File: src/rtl/lcd8080_rx_if.sv
// 8080-style parallel LCD bus between a bit-banging host and the panel responder.
// Latency: none, this is wiring only.
// Backpressure: none. The host paces the bus with its own strobes.
interface lcd8080_rx_if;
    logic        LCD_CS;
    logic        LCD_RS;
    logic        LCD_WR;
    logic        LCD_RD;
    logic        LCD_RST;
    logic [15:0] LCD_DATA_I;
    logic [15:0] LCD_DATA_O;
    logic        LCD_DATA_OE;

    // Host side: drives the strobes and write data, receives read data.
    modport master (
        output LCD_CS, LCD_RS, LCD_WR, LCD_RD, LCD_RST, LCD_DATA_I,
        input  LCD_DATA_O, LCD_DATA_OE
    );

    // Panel side: samples the strobes and write data, returns read data.
    modport slave (
        input  LCD_CS, LCD_RS, LCD_WR, LCD_RD, LCD_RST, LCD_DATA_I,
        output LCD_DATA_O, LCD_DATA_OE
    );
endinterface

File: src/rtl/lcd8080_rx.sv
// ILI9341-subset panel responder: decodes 8080 bus cycles and streams pixels into a framebuffer.
// Latency: FB_WE rises 4 HCLK edges after the first edge that samples LCD_WR high; CMD_ERR one edge earlier.
// Backpressure: none. The framebuffer port must accept one write per bus cycle; the bus has no wait states.
module lcd8080_rx #(
    parameter int          H_RES    = 240,
    parameter int          V_RES    = 320,
    parameter int          ADDR_W   = 17,
    parameter logic [15:0] ID_VALUE = 16'h9341
) (
    input  logic              HCLK,
    input  logic              HRESETn,
    lcd8080_rx_if.slave       bus,
    output logic              FB_WE,
    output logic [ADDR_W-1:0] FB_ADDR,
    output logic [15:0]       FB_WDATA,
    output logic              DISP_ON,
    output logic              CMD_ERR
);

    localparam logic [16:0]       H_LIM   = 17'(H_RES);
    localparam logic [16:0]       V_LIM   = 17'(V_RES);
    localparam logic [15:0]       EC_DEF  = 16'(H_RES - 1);
    localparam logic [15:0]       EP_DEF  = 16'(V_RES - 1);
    localparam logic [ADDR_W-1:0] H_RES_A = ADDR_W'(H_RES);

    typedef enum logic [2:0] {
        ST_IDLE,
        ST_CASET,
        ST_PASET,
        ST_RAMWR,
        ST_RDID
    } state_t;

    // Synchronizer chains; index 1 is the synchronized value.
    logic [1:0]  cs_sy, rs_sy, wr_sy, rd_sy, rst_sy;
    logic [15:0] dat_s1, dat_s2;
    logic        wr_q, rd_q;
    logic        cs_s, rs_s, wr_s, rd_s, rst_s;
    logic        local_rst;
    logic        wr_rise, rd_fall, rd_rise;

    // Registered bus events, one cycle after detection.
    logic        ev_wr, ev_rd_rise, ev_err, ev_rs;
    logic [15:0] ev_dat;

    // Controller state.
    state_t            state;
    logic [1:0]        par_cnt;
    logic [23:0]       par_buf;
    logic [15:0]       sc, ec, sp, ep;
    logic [15:0]       cur_x, cur_y;
    logic [2:0]        id_idx;
    logic              px_vld;
    logic [ADDR_W-1:0] px_addr;
    logic [15:0]       px_dat;

    logic [15:0] p_start, p_end;
    logic        col_ok, row_ok;
    logic [15:0] rd_word;

    // Bring every bus line into the HCLK domain and keep the previous WR/RD for edge detection.
    always_ff @(posedge HCLK) begin
        if (!HRESETn) begin
            cs_sy  <= 2'b11;
            rs_sy  <= 2'b00;
            wr_sy  <= 2'b11;
            rd_sy  <= 2'b11;
            rst_sy <= 2'b11;
            dat_s1 <= '0;
            dat_s2 <= '0;
            wr_q   <= 1'b1;
            rd_q   <= 1'b1;
        end else begin
            cs_sy  <= {cs_sy[0],  bus.LCD_CS};
            rs_sy  <= {rs_sy[0],  bus.LCD_RS};
            wr_sy  <= {wr_sy[0],  bus.LCD_WR};
            rd_sy  <= {rd_sy[0],  bus.LCD_RD};
            rst_sy <= {rst_sy[0], bus.LCD_RST};
            dat_s1 <= bus.LCD_DATA_I;
            dat_s2 <= dat_s1;
            wr_q   <= wr_sy[1];
            rd_q   <= rd_sy[1];
        end
    end

    assign cs_s  = cs_sy[1];
    assign rs_s  = rs_sy[1];
    assign wr_s  = wr_sy[1];
    assign rd_s  = rd_sy[1];
    assign rst_s = rst_sy[1];

    // Panel reset behaves like system reset for everything past the synchronizers,
    // so a strobe edge coinciding with either reset is simply lost.
    assign local_rst = !HRESETn || !rst_s;

    assign wr_rise = !cs_s &&  wr_s && !wr_q;
    assign rd_fall = !cs_s && !rd_s &&  rd_q;
    assign rd_rise = !cs_s &&  rd_s && !rd_q;

    // Register qualified events; overlapping WR and RD strobes become an error instead of an access.
    always_ff @(posedge HCLK) begin
        if (local_rst) begin
            ev_wr      <= 1'b0;
            ev_rd_rise <= 1'b0;
            ev_err     <= 1'b0;
            ev_rs      <= 1'b0;
            ev_dat     <= '0;
        end else begin
            ev_wr      <= wr_rise && rd_s;
            ev_rd_rise <= rd_rise && wr_s;
            ev_err     <= (wr_rise && !rd_s) || ((rd_fall || rd_rise) && !wr_s);
            ev_rs      <= rs_s;
            ev_dat     <= dat_s2;
        end
    end

    // Window parameters: the first three bytes sit in par_buf, the fourth is on the bus now.
    assign p_start = par_buf[23:8];
    assign p_end   = {par_buf[7:0], ev_dat[7:0]};
    assign col_ok  = (p_start <= p_end) && ({1'b0, p_end} < H_LIM);
    assign row_ok  = (p_start <= p_end) && ({1'b0, p_end} < V_LIM);

    // Command decoder, window registers, pixel cursor and read-ID index.
    always_ff @(posedge HCLK) begin
        if (local_rst) begin
            state   <= ST_IDLE;
            par_cnt <= 2'd0;
            par_buf <= '0;
            sc      <= '0;
            ec      <= EC_DEF;
            sp      <= '0;
            ep      <= EP_DEF;
            cur_x   <= '0;
            cur_y   <= '0;
            id_idx  <= 3'd0;
            DISP_ON <= 1'b0;
            CMD_ERR <= 1'b0;
            px_vld  <= 1'b0;
            px_addr <= '0;
            px_dat  <= '0;
        end else begin
            CMD_ERR <= ev_err;
            px_vld  <= 1'b0;

            // Index saturates at 4, which already reads back as zero.
            if (ev_rd_rise && state == ST_RDID && id_idx != 3'd4) begin
                id_idx <= id_idx + 3'd1;
            end

            if (ev_wr && !ev_rs) begin
                // Every command abandons any half-finished parameter sequence.
                par_cnt <= 2'd0;
                state   <= ST_IDLE;
                case (ev_dat[7:0])
                    8'h01: begin
                        sc      <= '0;
                        ec      <= EC_DEF;
                        sp      <= '0;
                        ep      <= EP_DEF;
                        DISP_ON <= 1'b0;
                    end
                    8'h28: DISP_ON <= 1'b0;
                    8'h29: DISP_ON <= 1'b1;
                    8'h2A: state <= ST_CASET;
                    8'h2B: state <= ST_PASET;
                    8'h2C: begin
                        state <= ST_RAMWR;
                        cur_x <= sc;
                        cur_y <= sp;
                    end
                    8'hD3: begin
                        state  <= ST_RDID;
                        id_idx <= 3'd0;
                    end
                    default: CMD_ERR <= 1'b1;
                endcase
            end else if (ev_wr && ev_rs) begin
                case (state)
                    ST_CASET, ST_PASET: begin
                        par_buf <= {par_buf[15:0], ev_dat[7:0]};
                        par_cnt <= par_cnt + 2'd1;
                        if (par_cnt == 2'd3) begin
                            state <= ST_IDLE;
                            if (state == ST_CASET) begin
                                if (col_ok) begin
                                    sc <= p_start;
                                    ec <= p_end;
                                end else begin
                                    CMD_ERR <= 1'b1;
                                end
                            end else begin
                                if (row_ok) begin
                                    sp <= p_start;
                                    ep <= p_end;
                                end else begin
                                    CMD_ERR <= 1'b1;
                                end
                            end
                        end
                    end
                    ST_RAMWR: begin
                        px_vld  <= 1'b1;
                        px_dat  <= ev_dat;
                        px_addr <= ADDR_W'(cur_y) * H_RES_A + ADDR_W'(cur_x);
                        if (cur_x == ec) begin
                            cur_x <= sc;
                            cur_y <= (cur_y == ep) ? sp : cur_y + 16'd1;
                        end else begin
                            cur_x <= cur_x + 16'd1;
                        end
                    end
                    default: CMD_ERR <= 1'b1;
                endcase
            end
        end
    end

    // Final register stage toward the framebuffer.
    always_ff @(posedge HCLK) begin
        if (local_rst) begin
            FB_WE    <= 1'b0;
            FB_ADDR  <= '0;
            FB_WDATA <= '0;
        end else begin
            FB_WE    <= px_vld;
            FB_ADDR  <= px_addr;
            FB_WDATA <= px_dat;
        end
    end

    // Read-ID word selected by the current index; zero in every other state.
    always_comb begin
        rd_word = '0;
        if (state == ST_RDID) begin
            case (id_idx)
                3'd2:    rd_word = {8'h00, ID_VALUE[15:8]};
                3'd3:    rd_word = {8'h00, ID_VALUE[7:0]};
                default: rd_word = '0;
            endcase
        end
    end

    assign bus.LCD_DATA_O  = rd_word;
    assign bus.LCD_DATA_OE = !cs_s && !rd_s && rst_s;

endmodule

File: src/flat_wrapper.sv
// flat-port wrapper written by rule: the top's interface ports become plain ports
module lcd8080_rx_flat 
#(
    parameter int          H_RES    = 240,
    parameter int          V_RES    = 320,
    parameter int          ADDR_W   = 17,
    parameter logic [15:0] ID_VALUE = 16'h9341
)
  (HCLK, HRESETn, FB_WE, FB_ADDR, FB_WDATA, DISP_ON, CMD_ERR, bus_LCD_CS, bus_LCD_RS, bus_LCD_WR, bus_LCD_RD, bus_LCD_RST, bus_LCD_DATA_I, bus_LCD_DATA_O, bus_LCD_DATA_OE);
  lcd8080_rx_if bus_i ();
  input  logic HCLK;
  input  logic HRESETn;
  output logic FB_WE;
  output logic [ADDR_W-1:0] FB_ADDR;
  output logic [15:0] FB_WDATA;
  output logic DISP_ON;
  output logic CMD_ERR;
  input wire logic [$bits(bus_i.LCD_CS)-1:0] bus_LCD_CS;
  input wire logic [$bits(bus_i.LCD_RS)-1:0] bus_LCD_RS;
  input wire logic [$bits(bus_i.LCD_WR)-1:0] bus_LCD_WR;
  input wire logic [$bits(bus_i.LCD_RD)-1:0] bus_LCD_RD;
  input wire logic [$bits(bus_i.LCD_RST)-1:0] bus_LCD_RST;
  input wire logic [$bits(bus_i.LCD_DATA_I)-1:0] bus_LCD_DATA_I;
  output wire logic [$bits(bus_i.LCD_DATA_O)-1:0] bus_LCD_DATA_O;
  output wire logic [$bits(bus_i.LCD_DATA_OE)-1:0] bus_LCD_DATA_OE;
  assign bus_i.LCD_CS = bus_LCD_CS;
  assign bus_i.LCD_RS = bus_LCD_RS;
  assign bus_i.LCD_WR = bus_LCD_WR;
  assign bus_i.LCD_RD = bus_LCD_RD;
  assign bus_i.LCD_RST = bus_LCD_RST;
  assign bus_i.LCD_DATA_I = bus_LCD_DATA_I;
  assign bus_LCD_DATA_O = bus_i.LCD_DATA_O;
  assign bus_LCD_DATA_OE = bus_i.LCD_DATA_OE;
  lcd8080_rx #(.H_RES(H_RES), .V_RES(V_RES), .ADDR_W(ADDR_W), .ID_VALUE(ID_VALUE)) u_core (.HCLK(HCLK), .HRESETn(HRESETn), .bus(bus_i), .FB_WE(FB_WE), .FB_ADDR(FB_ADDR), .FB_WDATA(FB_WDATA), .DISP_ON(DISP_ON), .CMD_ERR(CMD_ERR));
endmodule
File: config.mk
export PLATFORM = sky130hd
export DESIGN_NAME = lcd8080_rx_flat
export DESIGN_NICKNAME = d
export VERILOG_FILES = /design/src/rtl/lcd8080_rx_if.sv /design/src/rtl/lcd8080_rx.sv /design/src/flat_wrapper.sv
export SDC_FILE = /design/constraint.sdc
export NUM_CORES = 1
export LEC_CHECK = 0
export ABC_CLOCK_PERIOD_IN_PS = 5170
export BUFFER_PORTS_ARGS = -buffer_cell sky130_fd_sc_hd__buf_2
export CORE_AREA = 2 2 150 152
export CTS_BUF_LIST = sky130_fd_sc_hd__clkbuf_4
export DETAILED_ROUTE_END_ITERATION = 12
export DIE_AREA = 0 0 152 154
export PLACE_DENSITY = 0.73
export SKIP_CTS_REPAIR_TIMING = 1
export SKIP_LAST_GASP = 1
export SLEW_MARGIN = 20
export SYNTH_ARGS = -nofsm -noshare
export SYNTH_HDL_FRONTEND = slang
export SYNTH_SLANG_ARGS = --single-unit
File: constraint.sdc
create_clock -name HCLK -period 5.17 [get_ports HCLK]
set_clock_uncertainty 0.15 [all_clocks]
set_input_delay 0.517 -clock HCLK [delete_from_list [all_inputs] [get_ports HCLK]]
set_output_delay 0.517 -clock HCLK [all_outputs]
set_load 0.02 [all_outputs]
==> impl_results.md <==
* Die outline width at 152 um
* Data required, critical path at 5.60 ns
* Clock root buffer master: clkbuf_4
* TritonCTS clock tree: built
* Static Leakage at 5.99 nW
* Hold-critical path endpoint: u_core.rst_sy[1]$_SDFF_PN1_
* Worst r2r dst: u_core.px_addr[16]$_SDFFE_PP0P_
* Final Non-Filler Cells at 1,760
* Count of pins over their slew limit at 0
* CTS clock-pin slew for the worst setup and hold paths at 0.07 ns
* Register cell area after layout at 5250 um2
* Start point of the worst hold path: u_core.rst_sy[0]$_SDFF_PN1_
* Max-cap violations at 0
* Count of fill cells added during filler insertion at 1,818
* Min Hold Slack at 0.258 ns
* Vias per cell at 5.42
* Number of I/O port buffers at 64
* Number of enable flip-flop cells after synthesis at 0
* Post-layout total power at 3.92 mW
* Pin count of the biggest net entering global routing at 96
* Final Setup Violations at 0
* Layout Nets at 1,531
* Number of cell rows at 54
* Hold Path Stages at 1
* Netlist Area Pre-Place at 11,900 um2
* All-Layer GR Usage at 0.229
* Synth Register Bits at 262
* Shortest clock period the worst path allows after layout at 4.53 ns
* Family of cells with the greatest summed delay on the critical path: compound AO/OA/AOI/OAI gates
* FF-to-FF Start: u_core.cur_y[0]$_SDFFE_PP0P_
* Worst reg-to-reg path cell count at 18
* Number of cells in the design after placement at 1,618
* Total detailed-routing wirelength at 27,100 um
* Most frequent standard cell in the layout excluding fill and tap cells: dfxtp_1
* Maximum root-to-sink buffer count at 3
* FFs w/ async S/R, synth at 0
* GPL Wtd Cong at 0.883
* Initial core utilization at 0.551
* VDD IR-drop max at 0.000223 V
* Most frequent cell on the critical path: a21oi_1
* Die boundary height at 154 um
* Number of DRC violations after detailed routing at 0
* CTS Sinks at 262
* Chain of cells forming the critical path: fa_1 -> inv_1 -> fa_1 -> inv_1 -> ha_1 -> a21o_1 -> a21oi_1 -> o21bai_1 -> a21oi_1 -> xnor2_1 -> ha_1 -> a21oi_1 -> nand2_1 -> o21ai_0 -> o21a_1 -> o21ai_0 -> xnor2_1 -> a22o_1
* Class of the worst hold path: flip-flop to flip-flop
* Type of origin of the critical path: flip-flop
* Relative slew slack at 0.439
* Layout cells sized above 1 at 0.140
* Global-route wire length before repair at 44,500 um
* Worst-Margin Slew at 0.839 ns
* Sequential area share after synthesis at 0.439
* Clk Latency, worst-skew pair at 0.71 ns
* Average size of a mapped cell at 8.91 um2
* Number of antenna-violating nets in the routed design at 0
* Area of the core region at 21,700 um2
* Most instantiated flip-flop cell in the synthesis netlist: dfxtp_1
* Sum of negative setup slack at 0 ns
* Worst stage delay on the critical path at 0.59 ns
* Die Footprint at 23,400 um2
* Unrepaired setup endpoints after global routing: no
* Placed wire-length estimate at 18,100 um
* Result of the run: completed
* Top-Level Pins at 76
* Remaining Overflow, GRT at 0
* Per-cell routed wire length at 15.4 um
* Maximum fanout along the worst path at 8
* Area of the multi-input gates at 6110 um2
* Synth-to-Final Area Change at 12.4%
* Fmax at 221 MHz
* Commonest non-fill, non-tap cells in the layout: dfxtp_1, nand2_1, a21oi_1, clkbuf_4, and3_1
* Path type of the worst setup path: flip-flop to flip-flop
* Yosys Warn Count at 0
* Power per unit of standard cell area at 292 nW/um2
* Slack of the worst reg-to-reg path at 0.64 ns
* Via count of the first global-routing pass at 9,132
* H-tree depth reported by CTS at 3
* Endpoint kind of the worst setup timing path: flip-flop
* Slowest cell on the critical path: fa_1
* Final hold violation count at 0
* Antenna violations before repair at 1
* DRT Pass-1 Iters at 7
* Mapped Cells at 1,340
* Number of vias after detailed routing at 9,545
* Final critical-path share of the clock period at 0.876
* Total buffers and inverters traversed by the critical path at 2
* WP data arrival at 4.96 ns
* Distinct cell type count after synthesis at 62
* DRC marker count from the first detailed-route iteration at 513
* TritonCTS Buffers at 70
==> how the worst max path moves through the flow <==
| stage | depth (start not counted) | slack, ns | end | from |
|---|---|---|---|---|
| 6_report | 18 | 0.64 | u_core.px_addr[16]$_SDFFE_PP0P_ | u_core.cur_y[0]$_SDFFE_PP0P_ |
| 4_1_cts | 18 | 0.64 | u_core.px_addr[16]$_SDFFE_PP0P_ | u_core.cur_y[0]$_SDFFE_PP0P_ |
| 5_1_grt | 18 | 0.33 | u_core.px_addr[16]$_SDFFE_PP0P_ | u_core.cur_y[0]$_SDFFE_PP0P_ |
| 3_5_place_dp | 17 | 0.69 | u_core.px_addr[16]$_SDFFE_PP0P_ | u_core.cur_y[2]$_SDFFE_PP0P_ |
| 3_3_place_gp | 18 | 0.78 | u_core.px_addr[16]$_SDFFE_PP0P_ | u_core.cur_y[0]$_SDFFE_PP0P_ |
| 2_1_floorplan | 18 | 1.01 | u_core.px_addr[16]$_SDFFE_PP0P_ | u_core.cur_y[0]$_SDFFE_PP0P_ |
==> metal layers <==
| metal | track usage | share of wire | vias to the layer above |
|---|---|---|---|
| met4 | 0.115 | 0.036 | 0 |
| met1 | 0.291 | 0.45 | 4465 |
| met2 | 0.372 | 0.47 | 252 |
| met3 | 0.0462 | 0.044 | 74 |
| li1 | - | - | 4754 |
| met5 | 0 | 0 | - |
==> logic make-up after synthesis <==
family                   Yosys count  share of synthesized area
AO/OA/AOI/OAI                    218                      0.110
XOR/XNOR                          62                     0.0455
adder cells (fa/ha/maj)           76                     0.0922
buffers and inverters            148                     0.0539
flip-flops                       262                      0.439
multiplexers                      55                     0.0465
other                              1                   0.000314
AND/OR/NAND/NOR                  518                      0.212
==> flip-flops by register name (all words and copies together) (netlist names), 16 cells and up <==
register,cells
u_core.cur_y,16
u_core.sc,16
u_core.sp,16
u_core.px_addr,17
u_core.dat_s1,16
u_core.cur_x,16
u_core.FB_ADDR,17
u_core.ev_dat,16
u_core.FB_WDATA,16
u_core.ep,16
u_core.px_dat,16
u_core.dat_s2,16
u_core.par_buf,24
u_core.ec,16
==> layout make-up <==
type,instances,share of cell area
Clock inverter,19,0.00829
Tap cell,280,0.0261
Inverter,59,0.0165
Sequential cell,262,0.391
Antenna cell,1,0.000186
Clock buffer,100,0.0559
Timing Repair Buffer,99,0.0475
Multi-Input combinational cell,940,0.455
==> cells in the mapped netlist, drive strengths merged, types with 3 or more instances <==
cell type  number  area [um2]
a22oi           4        30.0
nand3           9        45.0
o21a            6        45.0
o41ai           8        70.1
nand4b          3        26.3
buf            29         196
and3           82         513
nor4            9        68.8
a41oi           3        26.3
a31oi           4        25.0
a21oi         107         539
mux2i          51         510
or2             4        25.0
xor2           22         193
nand2b         14        87.6
ha             56         701
o31ai           4        30.0
clkbuf         60         225
inv            59         221
o21ai          41         209
a211oi          9        67.6
dfxtp         262        5250
fa             20         400
xnor2          40         350
nand3b          6        45.0
nor2b          10        62.6
a21o            6        45.0
o221ai          4        35.0
and2           46         288
a32oi           3        26.3
nand4          15        93.8
o21bai          4        33.8
nor2           68         255
mux2            4        45.0
nor3b           4        35.0
nand2         219         822
nor3           22         110
==> power by group <==
part / leakage (nW) / switching (mW) / internal [mW] / total, mW
Sequential: 2.12 / 0.0102 / 2.04 / 2.05
Clock: 0.516 / 0.858 / 0.906 / 1.76
Combinational: 3.35 / 0.0706 / 0.0387 / 0.109
Total: 5.99 / 0.939 / 2.98 / 3.92
==> through the flow <==
step / worst slack (ns) / instance area [um2] / util
floorplan: 1.01 / 12000 / -
global placement: 0.775 / 12300 / 0.569
detailed placement: 0.688 / 12300 / 0.569
CTS: 0.643 / 13200 / 0.609
global route: 0.334 / 13400 / 0.619
finish: 0.642 / 13400 / 0.619
Power figures use the tool's default switching activity.
